===== src/rtl/score_display_scan.sv =====
// Three-digit common-anode seven-segment scanner for the BCD score.
// Scores arrive through a one-deep pending register and are committed only at frame boundaries.
module score_display_scan #(
    parameter int REFRESH_DIV  = 50000,
    parameter int BLINK_FRAMES = 64
) (
    input  logic        clock,
    input  logic        reset_n,
    input  logic [11:0] bcd,
    input  logic        bcd_valid,
    output logic        bcd_ready,
    input  logic        blank_lz,
    input  logic        blink,
    output logic [6:0]  seg_n,
    output logic [2:0]  dig_n,
    output logic        frame_done
);

    localparam int PRE_W = $clog2(REFRESH_DIV);
    localparam int FRM_W = (BLINK_FRAMES > 1) ? $clog2(BLINK_FRAMES) : 1;

    localparam logic [PRE_W-1:0] PRE_MAX = PRE_W'(REFRESH_DIV - 1);
    localparam logic [FRM_W-1:0] FRM_MAX = FRM_W'(BLINK_FRAMES - 1);

    localparam logic [6:0] SEG_BLANK = 7'h7F;
    localparam logic [6:0] SEG_DASH  = 7'h3F;
    localparam logic [2:0] DIG_OFF   = 3'b111;

    typedef enum logic [1:0] {
        SLOT_UNITS = 2'd0,
        SLOT_TENS  = 2'd1,
        SLOT_HUND  = 2'd2
    } slot_e;

    logic [PRE_W-1:0] pre_q, pre_d;
    slot_e            slot_q, slot_d;
    logic [11:0]      disp_q, disp_d;
    logic [11:0]      pend_q, pend_d;
    logic             pend_full_q, pend_full_d;
    logic [FRM_W-1:0] frame_q, frame_d;
    logic             phase_q, phase_d;
    logic [6:0]       seg_n_q, seg_n_d;
    logic [2:0]       dig_n_q, dig_n_d;

    logic       tick;
    logic       boundary;
    logic       xfer;
    logic [3:0] nibble;
    logic       slot_blank;

    // Active-low segment patterns {g,f,e,d,c,b,a}; non-decimal nibbles show a dash.
    function automatic logic [6:0] seg_decode(input logic [3:0] d);
        logic [6:0] s;
        case (d)
            4'd0:    s = 7'h40;
            4'd1:    s = 7'h79;
            4'd2:    s = 7'h24;
            4'd3:    s = 7'h30;
            4'd4:    s = 7'h19;
            4'd5:    s = 7'h12;
            4'd6:    s = 7'h02;
            4'd7:    s = 7'h78;
            4'd8:    s = 7'h00;
            4'd9:    s = 7'h10;
            default: s = SEG_DASH;
        endcase
        return s;
    endfunction

    always_comb begin
        // NOTE: every signal gets a default first so no path can leave it unassigned (no latches).
        pre_d       = pre_q;
        slot_d      = slot_q;
        disp_d      = disp_q;
        pend_d      = pend_q;
        pend_full_d = pend_full_q;
        frame_d     = frame_q;
        phase_d     = phase_q;
        nibble      = disp_q[3:0];
        slot_blank  = 1'b0;

        tick     = (pre_q == PRE_MAX);
        boundary = tick && (slot_q == SLOT_HUND);
        xfer     = bcd_valid && !pend_full_q;

        pre_d = tick ? '0 : pre_q + PRE_W'(1);

        if (tick) begin
            case (slot_q)
                SLOT_UNITS: slot_d = SLOT_TENS;
                SLOT_TENS:  slot_d = SLOT_HUND;
                default:    slot_d = SLOT_UNITS;
            endcase
        end

        // Commit and accept are exclusive: accepting needs an empty pend, committing a full one.
        if (boundary && pend_full_q) begin
            disp_d      = pend_q;
            pend_full_d = 1'b0;
        end
        if (xfer) begin
            pend_d      = bcd;
            pend_full_d = 1'b1;
        end

        if (!blink) begin
            frame_d = '0;
            phase_d = 1'b0;
        end else if (boundary) begin
            if (frame_q == FRM_MAX) begin
                frame_d = '0;
                phase_d = !phase_q;
            end else begin
                frame_d = frame_q + FRM_W'(1);
            end
        end

        case (slot_q)
            SLOT_UNITS: nibble = disp_q[3:0];
            SLOT_TENS: begin
                nibble     = disp_q[7:4];
                slot_blank = blank_lz && (disp_q[11:8] == 4'd0) && (disp_q[7:4] == 4'd0);
            end
            default: begin
                nibble     = disp_q[11:8];
                slot_blank = blank_lz && (disp_q[11:8] == 4'd0);
            end
        endcase
        if (blink && phase_q) begin
            slot_blank = 1'b1;
        end

        if (slot_blank) begin
            seg_n_d = SEG_BLANK;
            dig_n_d = DIG_OFF;
        end else begin
            seg_n_d = seg_decode(nibble);
            case (slot_q)
                SLOT_UNITS: dig_n_d = 3'b110;
                SLOT_TENS:  dig_n_d = 3'b101;
                default:    dig_n_d = 3'b011;
            endcase
        end
    end

    // NOTE: sequential state uses non-blocking assignments so every flop samples pre-edge values.
    always_ff @(posedge clock) begin
        if (!reset_n) begin
            pre_q       <= '0;
            slot_q      <= SLOT_UNITS;
            // NOTE: disp and pend are reset too: a reset must drop any in-flight score.
            disp_q      <= '0;
            pend_q      <= '0;
            pend_full_q <= 1'b0;
            frame_q     <= '0;
            phase_q     <= 1'b0;
            seg_n_q     <= SEG_BLANK;
            dig_n_q     <= DIG_OFF;
        end else begin
            pre_q       <= pre_d;
            slot_q      <= slot_d;
            disp_q      <= disp_d;
            pend_q      <= pend_d;
            pend_full_q <= pend_full_d;
            frame_q     <= frame_d;
            phase_q     <= phase_d;
            seg_n_q     <= seg_n_d;
            dig_n_q     <= dig_n_d;
        end
    end

    assign seg_n      = seg_n_q;
    assign dig_n      = dig_n_q;
    assign bcd_ready  = !pend_full_q;
    assign frame_done = boundary;

endmodule


===== config.mk =====
export PLATFORM = sky130hd
export DESIGN_NAME = score_display_scan
export DESIGN_NICKNAME = d
export VERILOG_FILES = /design/src/rtl/score_display_scan.sv
export SDC_FILE = /design/constraint.sdc
export NUM_CORES = 1
export LEC_CHECK = 0
export ABC_AREA = 0
export ABC_CLOCK_PERIOD_IN_PS = 4900
export BUFFER_PORTS_ARGS = -buffer_cell sky130_fd_sc_hd__buf_4
export CORE_ASPECT_RATIO = 1.2
export CORE_UTILIZATION = 43
export CTS_CLUSTER_DIAMETER = 60
export DETAILED_ROUTE_END_ITERATION = 10
export PLACE_DENSITY_LB_ADDON = 0.15
export SETUP_SLACK_MARGIN = 0.2
export SLEW_MARGIN = 40
export SYNTH_ARGS = -nofsm -noshare
export SYNTH_HDL_FRONTEND = slang
export SYNTH_SLANG_ARGS = --single-unit

===== constraint.sdc =====
create_clock -name clock -period 4.9 [get_ports clock]
set_input_delay 0.49 -clock clock [delete_from_list [all_inputs] [get_ports clock]]
set_output_delay 0.49 -clock clock [all_outputs]
set_load 0.02 [all_outputs]

==> out/results.tsv <==
stage	metric	value	unit
sta	hold_violations	0	
min_path	hold_path_depth	3	
yosys	synth_edf_count	0	
setup_path	cp_data_required_time	4.41	ns
routing	vias_per_cell	5.55	
sta	final.period_utilization	64.1	%
setup_path	critPathCaptureType	output pin	
sta	clock_skew	0.00501	ns
min_path	hp-start	bcd[9]	
floorplan	core-area	5780	µm²
routing	dr.pass1.iters	4	
min_path	hp-class	in -> reg	
sta	worst_slew_pin_slew	0.766	ns
yosys	syn_nets	332	
global_route	grt_pass1_vias	1986	
yosys	ys.flop_type	dfxtp_1	
floorplan	start_util	45.5	%
run_status	outcome	completed	
sta	finalSetupTns	0	ns
setup_path	r2r_end	frame_q[4]	
min_path	holdPathEnd	pend_q[9]	
setup_path	crit_path_start_kind	flop	
yosys	synth_warnings	0	
yosys	async_flop_share	0	%
clock_network	postCtsHoldBufs	0	
placement	gp_congestion	0.795	
power	ir_worst_vdd	0.169	mV
floorplan	row_count	30	
yosys	ys_ff_latch	60	
clock_network	clkSinkCount	60	
sta	fmax	319	MHz
yosys	syn_avg_cell_area	8.48	µm²
layout	diodes	0	
sta	finalSetupViolCount	0	
setup_path	cp.arrival	2.65	ns
global_route	grt_pass1_wl	9330	µm
routing	drc_errors	0	
power	leakage	1.11	nW
floorplan	die-area	6430	µm²
routing	totalWireLength	5410	µm
sta	max_slew_margin	48.9	%
layout	final_nets	353	
sta	post-route-min-period	3.14	ns
yosys	syn_area	2630	µm²
global_route	grt_use_total	18.9	%
routing	ant_nets	0	
yosys	netlist_instances	310	
setup_path	critPathMaxFanout	23	
yosys	ys_seq_area_share	45.7	%
layout	syn2layout_area_growth	15.8	%
clock_network	root_buffer	clkbuf_8	
clock_network	cts_tree	yes	
placement	numPortBuffers	28	
clock_network	cts.path.max_buffers	2	
routing	vias	2285	
layout	fillers	593	
layout	drive_gt1_share	13.3	%
setup_path	r2r_cells	5	
setup_path	timing.rr.start	pre_q[0]	
sta	drv_slew	0	
global_route	antenna_found_initial	0	
routing	wl_per_cell	13.1	µm
yosys	synthDistinctLibCells	38	
setup_path	crit_type	reg -> out	
floorplan	ios	29	
floorplan	die_w	73.4	µm
routing	drt-initial-drc-count	191	
floorplan	die_h	87.7	µm
clock_network	h-tree-depth	3	
global_route	grt_start_max_net_pins	27	
placement	hpwl	3650	µm
sta	grt_setup_unrepaired	no	
global_route	grt_overflow	0	
run	max_cap_violations	0	
setup_path	r2r_slack	2.18	ns
power	p_per_area	301	nW/µm²
clock_network	post_cts_buffers	0	
clock_network	cts.clk_slew.worst_paths	0.06	ns
clock_network	cts_buffers	9	
clock_network	cts_resized	0	
layout	post-route-util	52.7	%
clock_network	clk_latency	0.34	ns
synthesized netlist by cell type, types with 2 or more instances:
| library cell | instances | share of area (%) |
|---|---|---|
| mux2i_1 | 6 | 2.3 |
| or4b_1 | 2 | 0.76 |
| o21a_1 | 3 | 0.86 |
| o21ai_0 | 11 | 2.1 |
| o31ai_1 | 15 | 4.3 |
| and2_1 | 2 | 0.48 |
| nor3_1 | 2 | 0.38 |
| or4_1 | 5 | 1.4 |
| inv_1 | 5 | 0.71 |
| nand3_1 | 10 | 1.9 |
| dfxtp_1 | 60 | 46 |
| nor2_1 | 21 | 3.0 |
| a211oi_1 | 3 | 0.86 |
| clkbuf_1 | 17 | 2.4 |
| and3_1 | 4 | 0.95 |
| o211ai_1 | 2 | 0.57 |
| and4_1 | 3 | 1.0 |
| or4b_2 | 2 | 0.76 |
| nand2_1 | 45 | 6.4 |
| nand4b_1 | 3 | 1.0 |
| ha_1 | 5 | 2.4 |
| nand4_1 | 20 | 4.8 |
| a31oi_1 | 3 | 0.71 |
| or3_1 | 2 | 0.48 |
| xor2_1 | 10 | 3.3 |
| a21oi_1 | 37 | 7.0 |
power by group:
part | leakage (nW) | total (W) | internal, W | switching (W)
sequential | 0.489 | 0.000508 | 0.000500 | 0.00000769
combinational | 0.547 | 0.0000530 | 0.0000222 | 0.0000308
clock | 0.0743 | 0.000356 | 0.000186 | 0.000170
total | 1.11 | 0.000917 | 0.000709 | 0.000209
registers in the layout, summed over array words and instances, names as in the netlist:
register and count:
dig_n 3, disp_q 12, frame_q 6, pend_full_q 1, pend_q 12, phase_q 1, pre_q 16, seg_n 7
slot_q 2
metal layers:
metal	global-route usage [%]	vias to the layer above	wire [µm]
met5	0	-	0
met3	4.14	12	231
met1	24.5	1052	2640
met2	29.1	54	2420
met4	10.5	0	123
li1	-	1167	-
stage by stage:
step	setup WS, ns	power (W)	instances	hold WS (ns)	area, µm²
global route	1.58	0.000959	412	0.402	3040
floorplan	2.41	0.000548	310	0.413	2630
CTS	1.76	0.000926	412	0.388	3040
finish	1.76	0.000917	412	0.394	3040
detailed placement	2.14	0.000572	400	0.433	2900
global placement	2.19	0.000572	400	0.423	2880
worst max path at each step:
stage | startpoint | end | slack (ns) | cells past startpoint
after floorplan | pre_q[13] | frame_done | 2.41 | 5
after global placement | pre_q[10] | frame_done | 2.19 | 4
after detailed placement | pre_q[0] | frame_done | 2.14 | 5
after CTS | pre_q[0] | frame_done | 1.76 | 5
after global routing | pre_q[0] | frame_done | 1.58 | 5
final | pre_q[0] | frame_done | 1.76 | 5
worst max-delay path: stages, from the launching register on:
cell,delay (ns)
dfxtp_1,0.35
ha_1,0.28
nand3_1,0.27
or4_1,0.96
nor2_1,0.27
buf_4,0.18
cell usage in the layout (no fill, tap or decap), types with 4 or more instances in the layout:
cell type  netlist  layout
dfxtp_1         60      60
nand2_1         45      45
a21oi_1         37      37
buf_4            0      28
nor2_1          21      20
nand4_1         20      20
o31ai_1         15      15
o21ai_0         11      11
nand3_1         10      10
xor2_1          10      10
clkbuf_8         0      10
mux2i_1          6       6
or4_1            5       5
inv_1            5       5
ha_1             5       5
and3_1           4       4
final cells by class:
cell class | count | area [µm²] | area share [%]
clock buffer | 12 | 145 | 4.77
sequential | 60 | 1200 | 39.5
timing repair buffer | 28 | 210 | 6.91
multi-input combinational | 226 | 1370 | 44.8
tap | 80 | 100 | 3.29
inverter | 6 | 22.5 | 0.740
cells by family (layout without fill, tap and decap cells):
kind of cell               count (synthesis)  in the layout  synth area share, %
adders and majority gates                  5              5                 2.38
muxes                                      6              6                 2.28
xor gates and xnor gates                  11             11                 3.66
AOI/OAI and AO/OA                         80             80                 18.2
buffers and inverters                     24             46                 3.47
and+or+nand+nor                          124            124                 24.3
DFF                                       60             60                 45.7
Note: power is estimated with default switching activity, not from simulation.
